==> src/rtl/fetch_stage_pkg.sv <==
// Shared RV32 pipeline definitions: fetch defaults, XLEN and the fetch FSM encoding.
// Imported by the fetch stage, the decoder and the hazard unit.
package fetch_stage_pkg;

    localparam int XLEN = 32;

    localparam logic [XLEN-1:0] RESET_PC_DEF = 32'h0100_0000;
    localparam logic [XLEN-1:0] NOP_INSN_DEF = 32'h0000_0013;

    typedef enum logic [1:0] {
        BOOT = 2'd0,
        RUN  = 2'd1,
        HOLD = 2'd2
    } fetch_state_e;

    function automatic logic [XLEN-1:0] word_align(input logic [XLEN-1:0] addr);
        return {addr[XLEN-1:2], 2'b00};
    endfunction

endpackage

==> src/rtl/fetch_stage_skid_reg.sv <==
// Skid register for the fetch stage: catches the memory word on the first stall cycle
// and presents it until the stall resolves.
module fetch_stage_skid_reg
    import fetch_stage_pkg::*;
(
    input  logic            clk,
    input  logic            reset,
    input  logic            capture,
    input  logic            clear,
    input  logic [XLEN-1:0] rdata,
    output logic [XLEN-1:0] insn
);

    logic            hold_valid;
    logic [XLEN-1:0] hold_insn;

    always_ff @(posedge clk or posedge reset) begin
        if (reset) begin
            hold_valid <= 1'b0;
        end else if (clear) begin
            hold_valid <= 1'b0;
        end else if (capture) begin
            hold_valid <= 1'b1;
        end
    end

    // Data word carries no reset; hold_valid qualifies it.
    always_ff @(posedge clk) begin
        if (capture) begin
            hold_insn <= rdata;
        end
    end

    assign insn = hold_valid ? hold_insn : rdata;

endmodule

==> src/rtl/fetch_stage.sv <==
// Instruction-fetch stage: owns the PC, drives a 1-cycle-latency instruction memory and
// presents pc/insn pairs to decode, absorbing stalls and honouring EX redirects.
module fetch_stage
    import fetch_stage_pkg::*;
#(
    parameter logic [XLEN-1:0] RESET_PC = RESET_PC_DEF,
    parameter logic [XLEN-1:0] NOP_INSN = NOP_INSN_DEF
) (
    input  logic            clk,
    input  logic            reset,
    input  logic            stall,
    input  logic            redirect_valid,
    input  logic [XLEN-1:0] redirect_pc,
    output logic [XLEN-1:0] imem_addr,
    output logic            imem_en,
    input  logic [XLEN-1:0] imem_rdata,
    output logic            out_valid,
    output logic [XLEN-1:0] out_pc,
    output logic [XLEN-1:0] out_insn,
    output logic            out_misaligned
);

    fetch_state_e    state, state_d;
    logic [XLEN-1:0] pc_q;
    logic [XLEN-1:0] inflight_pc;
    logic            inflight_valid;
    logic            inflight_mis;
    logic            redir;
    logic            issue;
    logic [XLEN-1:0] issue_pc;
    logic            issue_mis;
    logic            capture;
    logic            clear;
    logic [XLEN-1:0] skid_insn;

    assign redir = redirect_valid && (state != BOOT);

    always_ff @(posedge clk or posedge reset) begin
        if (reset) begin
            state <= BOOT;
        end else begin
            state <= state_d;
        end
    end

    // Redirect outranks stall in every state but BOOT.
    always_comb begin
        state_d   = state;
        issue     = 1'b0;
        capture   = 1'b0;
        clear     = 1'b0;
        imem_addr = pc_q;
        issue_pc  = pc_q;
        issue_mis = 1'b0;
        if (redir) begin
            issue     = 1'b1;
            clear     = 1'b1;
            imem_addr = word_align(redirect_pc);
            issue_pc  = redirect_pc;
            issue_mis = |redirect_pc[1:0];
            state_d   = RUN;
        end else begin
            case (state)
                BOOT: begin
                    issue     = 1'b1;
                    imem_addr = RESET_PC;
                    issue_pc  = RESET_PC;
                    state_d   = RUN;
                end
                RUN: begin
                    if (!stall) begin
                        issue = 1'b1;
                    end else if (inflight_valid) begin
                        capture = 1'b1;
                        state_d = HOLD;
                    end
                end
                HOLD: begin
                    if (!stall) begin
                        issue   = 1'b1;
                        clear   = 1'b1;
                        state_d = RUN;
                    end
                end
                default: state_d = BOOT;
            endcase
        end
    end

    assign imem_en = issue & ~reset;

    // Issue boundary: a new request replaces the in-flight one.
    always_ff @(posedge clk or posedge reset) begin
        if (reset) begin
            pc_q           <= RESET_PC;
            inflight_valid <= 1'b0;
            inflight_mis   <= 1'b0;
        end else if (issue) begin
            pc_q           <= imem_addr + 32'd4;
            inflight_valid <= 1'b1;
            inflight_mis   <= issue_mis;
        end
    end

    always_ff @(posedge clk) begin
        if (issue) begin
            inflight_pc <= issue_pc;
        end
    end

    fetch_stage_skid_reg u_skid (
        .clk     (clk),
        .reset   (reset),
        .capture (capture),
        .clear   (clear),
        .rdata   (imem_rdata),
        .insn    (skid_insn)
    );

    assign out_valid      = inflight_valid;
    assign out_pc         = inflight_pc;
    assign out_misaligned = inflight_mis;
    assign out_insn       = inflight_mis ? NOP_INSN : skid_insn;

endmodule

==> config.mk <==
export PLATFORM = sky130hd
export DESIGN_NAME = fetch_stage
export DESIGN_NICKNAME = d
export VERILOG_FILES = /design/src/rtl/fetch_stage_pkg.sv /design/src/rtl/fetch_stage_skid_reg.sv /design/src/rtl/fetch_stage.sv
export SDC_FILE = /design/constraint.sdc
export NUM_CORES = 1
export LEC_CHECK = 0
export BUFFER_PORTS_ARGS = -buffer_cell sky130_fd_sc_hd__buf_2
export CAP_MARGIN = 15
export CORE_MARGIN = 2
export CORE_UTILIZATION = 30
export CTS_CLUSTER_SIZE = 14
export DETAILED_ROUTE_END_ITERATION = 12
export GPL_TIMING_DRIVEN = 0
export HOLD_SLACK_MARGIN = 0.05
export PLACE_DENSITY = 0.52
export SKIP_LAST_GASP = 1
export SLEW_MARGIN = 20
export SYNTH_ARGS = -nofsm -noshare
export SYNTH_HDL_FRONTEND = slang
export SYNTH_SLANG_ARGS = --single-unit
export TNS_END_PERCENT = 1
==> constraint.sdc <==
create_clock -name clk -period 4.1 [get_ports clk]
set_input_delay 0.205 -clock clk [delete_from_list [all_inputs] [get_ports clk]]
set_output_delay 0.205 -clock clk [all_outputs]
set_load 0.005 [all_outputs]
==> summary.md, run 1 <==
| Metric | Value |
|---|---|
| Post-CTS setup buffers | 0 |
| Mapped Nets | 579 |
| Final WL | 16.1 mm |
| Filler cells | 1779 |
| Initial Util | 0.305 |
| Slew headroom | 0.488 |
| HPWL Detailed | 12.0 mm |
| Most frequent cells in the layout | buf_2 (170), nor2_1 (73), edfxtp_1 (64) |
| H-tree levels | 3 |
| Post-route ant nets | 0 |
| HP Class | input pin to register |
| Clock Skew | 7.05 ps |
| Worst setup EP type | register |
| Synth Warn # | 0 |
| Power Dens Cells | 672 nW/um2 |
| Asr flop ratio synth | 0.366 |
| Tcrit/Tclk final | 0.920 |
| Die area | 19300 um2 |
| Detailed Routing Iterations Pass 1 | 4 |
| Slack of the critical path | 329 ps |
| Syn Inst Count | 506 |
| Share of cells above drive strength 1 | 0.338 |
| Actual slew at the worst max-slew pin | 760 ps |
| Final-report setup violation count | 0 |
| Flop2flop setup slack | 330 ps |
| #FFs+latches synth | 101 |
| FMAX | 265 MHz |
| # DRC | 0 |
| Commonest non-fill, non-tap cell in the layout | buf_2 |
| CTS tree | yes |
| Layout Cells excl Fill | 951 |
| Root buffer cell | clkbuf_16 |
| RSZ-0062 raised after global routing | false |
| GRT Util Overall | 0.168 |
| Synth cell types | 52 |
| Worst Path Class, Setup | register to register |
| I/O pins | 167 |
| GR Overflow Total | 0 |
| WP data arrival | 3990 ps |
| Post-route cell area | 7300 um2 |
| Max Cap Viol | 0 |
| Post-Syn Area | 5450 um2 |
| Max FO, Critical Path | 10 |
| CP startpoint kind | register |
| LEAKAGE | 3.20 nW |
| Die height | 139 um |
| Status | finished clean |
| DP Area | 6640 um2 |
| Antenna violations before repair | 0 |
| Primary FF master, synth | edfxtp_1 |
| Vias per cell | 4.77 |
| Die width | 139 um |
| Fin Setup TNS | 0 ps |
| Rows | 49 |
| Mean Syn Cell Area | 10.8 um2 |
| Diode count | 0 |
| Detailed Route Iter0 Violations | 227 |
| Final Hold Vio Count | 0 |
| Core ar. | 17900 um2 |
| Post-place setup slack | 101 ps |
| Sink Count | 101 |
| PortBufs | 165 |
| Seq/Total Area, Yosys | 0.523 |
| Vias in the first global route | 4756 |
| Max VDD drop | 0.000310 V |
| Placed Cells | 904 |
| Num CTS Buffers | 9 |
| Worst-path clk slew | 70 ps |
| Vias | 4539 |
| Final min period | 3770 ps |
| Layout area overhead | 33.9% |
| Deepest clock path buffer count | 2 |
| Post-DR wirelength/cell | 17.0 um |
| First-pass GRT wire length | 25.9 mm |
| Routability cong. | 0.843 |
| Pin count of the biggest net entering global routing | 27 |
| Final Max Slew Viols | 0 |
| CP required | 4320 ps |
| NumNets Final | 790 |
| Clk_lat worst skew | 350 ps |
| Post-synth EDFFs | 64 |
-- per-layer routing --
metal / GRT usage / wire length (um)
met1: 0.217 / 7420
met2: 0.282 / 7610
met3: 0.0349 / 798
met4: 0.0537 / 290
met5: 0 / 0
-- critical path: stages (launching register included) --
cell and delay [ps]:
dfrtp_1 390, inv_1 80, ha_1 290, buf_2 240, clkbuf_1 330, clkbuf_2 330
nor2_1 290, ha_1 300, inv_1 110, a2111oi_4 380, nand4_4 280, nor4_2 390
xnor2_1 150, o21ai_1 70
-- power by group --
group | switching (mW) | total (mW) | internal, mW
clock | 0.384 | 0.951 | 0.567
sequential | 0.178 | 1.75 | 1.57
combinational | 1.27 | 2.21 | 0.945
-- area by class of cell --
cell class | instances | area, um2 | area share
buffer | 56 | 360 | 0.0493
clock buffer | 12 | 256 | 0.0351
clock inverter | 4 | 70.1 | 0.00960
inverter | 10 | 38.8 | 0.00531
multi-input combinational | 339 | 2240 | 0.307
sequential | 101 | 2850 | 0.390
tap | 229 | 287 | 0.0392
timing repair buffer | 200 | 1200 | 0.164
-- what timing repair did --
| action | CTS | global route |
|---|---|---|
| gates resized for setup | 0 | 4 |
| endpoints found under the hold margin | 43 | 0 |
| hold buffers | 31 | 0 |
| setup endpoints to repair | 0 | 5 |
-- stage by stage --
stage | hold slack [ps] | power, mW | utilization
after floorplan | 304 | 3.04 | -
after global placement | 400 | 3.87 | 0.367
after detailed placement | 216 | 3.98 | 0.371
after CTS | 51.7 | 4.97 | 0.406
after global routing | 53.8 | 5.25 | 0.408
final | 64.3 | 4.91 | 0.408
-- kinds of logic (layout without fill, tap and decap cells) --
group                      count (synthesis)  after routing  synth area share
muxes                                     58             58             0.106
AOI/OAI and AO/OA                         65             65            0.0796
adders and majority gates                  5              5            0.0115
xor gates and xnor gates                  26             26            0.0418
and+or+nand+nor                          185            185             0.165
DFF                                      101            101             0.523
buffers and inverters                     66            282            0.0728
-- synthesized netlist by cell type, types with 6 or more instances --
| library cell | number | area share |
|---|---|---|
| nor2_1 | 73 | 0.050 |
| edfxtp_1 | 64 | 0.35 |
| mux2i_1 | 58 | 0.11 |
| nand2_1 | 52 | 0.036 |
| dfrtp_1 | 36 | 0.17 |
| buf_4 | 31 | 0.043 |
| o21ai_0 | 25 | 0.023 |
| xnor2_1 | 19 | 0.031 |
| nand3_1 | 18 | 0.017 |
| clkbuf_1 | 15 | 0.010 |
| inv_1 | 9 | 0.0062 |
| nor3_1 | 9 | 0.0083 |
| a21oi_1 | 8 | 0.0073 |
| xor2_1 | 7 | 0.011 |
| nand3b_1 | 6 | 0.0083 |
| nor2b_1 | 6 | 0.0069 |
| o21ai_1 | 6 | 0.0055 |
-- state kept, by name, indices dropped and copies added (netlist names) --
name,flops
out_valid,1
u_skid.hold_insn,32
out_misaligned,1
out_pc,32
pc_q,32
u_skid.hold_valid,1
state,2
-- path summary, 6_finish.rpt --
| path | from | to | cells past startpoint |
|---|---|---|---|
| worst min register to register | pc_q[24] | pc_q[24] | 2 |
| min in group asynchronous | reset | pc_q[30] | 3 |
| worst min-delay path | imem_rdata[3] | u_skid.hold_insn[3] | 1 |
| worst max register to register | state[0] | pc_q[28] | 13 |
| max in group asynchronous | reset | pc_q[24] | 4 |
| worst max-delay path | state[0] | pc_q[28] | 13 |
(Power assumes the default switching activity.)
==> run 2: changes to the inputs <==
PLACE_DENSITY = default   (was 0.52)
PLACE_DENSITY_LB_ADDON = 0.05   (was default)
==> run 2 against run 1 <==
Sequential power barely moved; cell area decreased by 0.51%; die area unchanged; largest cell class unchanged; largest power group unchanged; critical path depth is 1 lower; first-iteration DRC count shrank 18%.
==> summary.md, run 2 (synthesized netlist as in run 1, its figures left out) <==
| Metric | Value |
|---|---|
| Switch share | 0.375 |
| Detailed Route Iter0 Violations | 187 |
| Post-DR wirelength/cell | 16.6 um |
| R2R Path Start | state[1] |
| Int Pwr | 2.99 mW |
| Storage element area | 2850 um2 |
| PortBufs | 165 |
| Max FO, Critical Path | 19 |
| First-pass GRT wire length | 25.0 mm |
| Post-place setup slack | 32.6 ps |
| HP Class | input pin to register |
| Rows | 49 |
| Deepest clock path buffer count | 2 |
| Worst Path Buf+Inv | 4 |
| Max VDD drop | 0.000234 V |
| Top delay family on crit path | simple AND/OR/NAND/NOR gates |
| Multi-input gate area | 2230 um2 |
| Actual slew at the worst max-slew pin | 890 ps |
| HPWL Detailed | 11.9 mm |
| Final Max Slew Viols | 0 |
| Slew headroom | 0.400 |
| Critical hold path startpoint | redirect_pc[0] |
| Initial Util | 0.305 |
| Post-route ant nets | 0 |
| NumNets Final | 791 |
| Most frequent cells in the layout | buf_2 (170), nor2_1 (73), edfxtp_1 (64) |
| Die width | 139 um |
| Clk_lat worst skew | 350 ps |
| Slowest stage cell, crit path | nor4_1 |
| I/O pins | 167 |
| # DRC | 0 |
| Final min period | 3570 ps |
| Max Cap Viol | 0 |
| Num CTS Buffers | 9 |
| Routability cong. | 0.798 |
| GR peak layer | met2 |
| Final-report setup violation count | 0 |
| Flop2flop setup slack | 530 ps |
| Core ar. | 17900 um2 |
| Vias per cell | 4.65 |
| Status | finished clean |
| Clock Skew | 6.70 ps |
| Cells along the critical path | inv_1 > ha_1 > buf_2 > clkbuf_2 > nor2_1 > ha_1 > inv_1 > a2111oi_4 > nand4_4 > nor4_1 > xnor2_1 > o21ai_1 |
| Endpoint, Worst Hold | out_misaligned |
| H-tree levels | 3 |
| Power Dens Cells | 659 nW/um2 |
| R2R cell count | 12 |
| GRT Util Overall | 0.164 |
| Filler cells | 1819 |
| CP required | 4310 ps |
| Worst Path Class, Setup | register to register |
| Pin count of the biggest net entering global routing | 28 |
| Layout area overhead | 33.3% |
| Utilization after layout | 0.406 |
| Slack of the critical path | 532 ps |
| Antenna violations before repair | 1 |
| Die area | 19300 um2 |
| Commonest non-fill, non-tap cell in the layout | buf_2 |
| LEAKAGE | 3.18 nW |
| Sink Count | 101 |
| Seq pwr share | 0.365 |
| Crit-path max cell delay | 490 ps |
| Vias in the first global route | 4514 |
| Switching power | 1.80 mW |
| Design Power | 4.78 mW |
| FMAX | 280 MHz |
| Clock network power share | 0.177 |
| Met3 Resource Use GR | 0.0252 |
| Grt met1 use | 0.213 |
| CP startpoint kind | register |
| Worst-path clk slew | 70 ps |
| Tcrit/Tclk final | 0.870 |
| Vias | 4432 |
| Die height | 139 um |
| Post-CTS setup buffers | 0 |
| Final WL | 15.8 mm |
| Final Hold Vio Count | 0 |
| Worst Hold Slack | 145 ps |
| RSZ-0062 raised after global routing | false |
| Worst setup EP type | register |
| Reg-to-Reg End | pc_q[28] |
| CTS tree | yes |
| Comb power frac | 0.458 |
| Share of cells above drive strength 1 | 0.329 |
| GR Overflow Total | 0 |
| WP data arrival | 3780 ps |
| Met2 Use GR | 0.277 |
| Detailed Routing Iterations Pass 1 | 4 |
| Root buffer cell | clkbuf_16 |
| Min-Delay Path Depth | 3 |
-- run 2: cell type report --
| type | instances | area share |
|---|---|---|
| antenna | 1 | 0.000344 |
| buffer | 55 | 0.0491 |
| clock buffer | 14 | 0.0336 |
| clock inverter | 2 | 0.00482 |
| inverter | 10 | 0.00534 |
| multi-input combinational | 339 | 0.307 |
| sequential | 101 | 0.392 |
| tap | 229 | 0.0394 |
| timing repair buffer | 202 | 0.168 |
-- run 2: through the flow --
stage / instance area (um2) / instances / setup TNS, ps
after CTS: 7250 / 953 / 0
after floorplan: 5460 / 506 / 0
after global placement: 6570 / 900 / -15020
after detailed placement: 6640 / 904 / 0
after global routing: 7260 / 953 / 0
final: 7260 / 953 / 0
-- run 2: worst register-to-register path: cells and delay by family, from the launching register on --
family                     cells  cell delay, ps
xor gates and xnor gates       1             170
AOI/OAI and AO/OA              2             440
adders and majority gates      2             570
DFF                            1             390
and+or+nand+nor                3            1040
buffers and inverters          4             820
-- run 2: worst max path at each step --
stage	start	endpoint	slack, ps	depth (start not counted)
global placement	state[1]	u_skid.hold_valid	-570	7
floorplan	state[0]	u_skid.hold_valid	920	7
global route	state[0]	pc_q[28]	250	12
detailed placement	state[0]	pc_q[28]	30	13
CTS	state[1]	pc_q[28]	10	13
finish	state[1]	pc_q[28]	530	12
-- run 2: layer usage --
metal,part of all wire,vias up
met2,0.48,130
met4,0.018,0
met3,0.045,20
met1,0.46,2110
met5,0,-
li1,-,2172
-- run 2: power by group through the flow --
stage / registers, mW / logic [mW] / clock network (mW)
after global placement: 1.76 / 2.13 / 0
after global routing: 1.79 / 2.45 / 0.919
after detailed placement: 1.76 / 2.22 / 0
after CTS: 1.74 / 2.25 / 0.887
after floorplan: 1.76 / 1.29 / 0
final: 1.74 / 2.19 / 0.847
-- run 2: what timing repair did --
item,CTS,global route
endpoints found under the setup margin,0,7
hold endpoints to repair,47,0
resized for setup,0,2
hold buffers,33,0
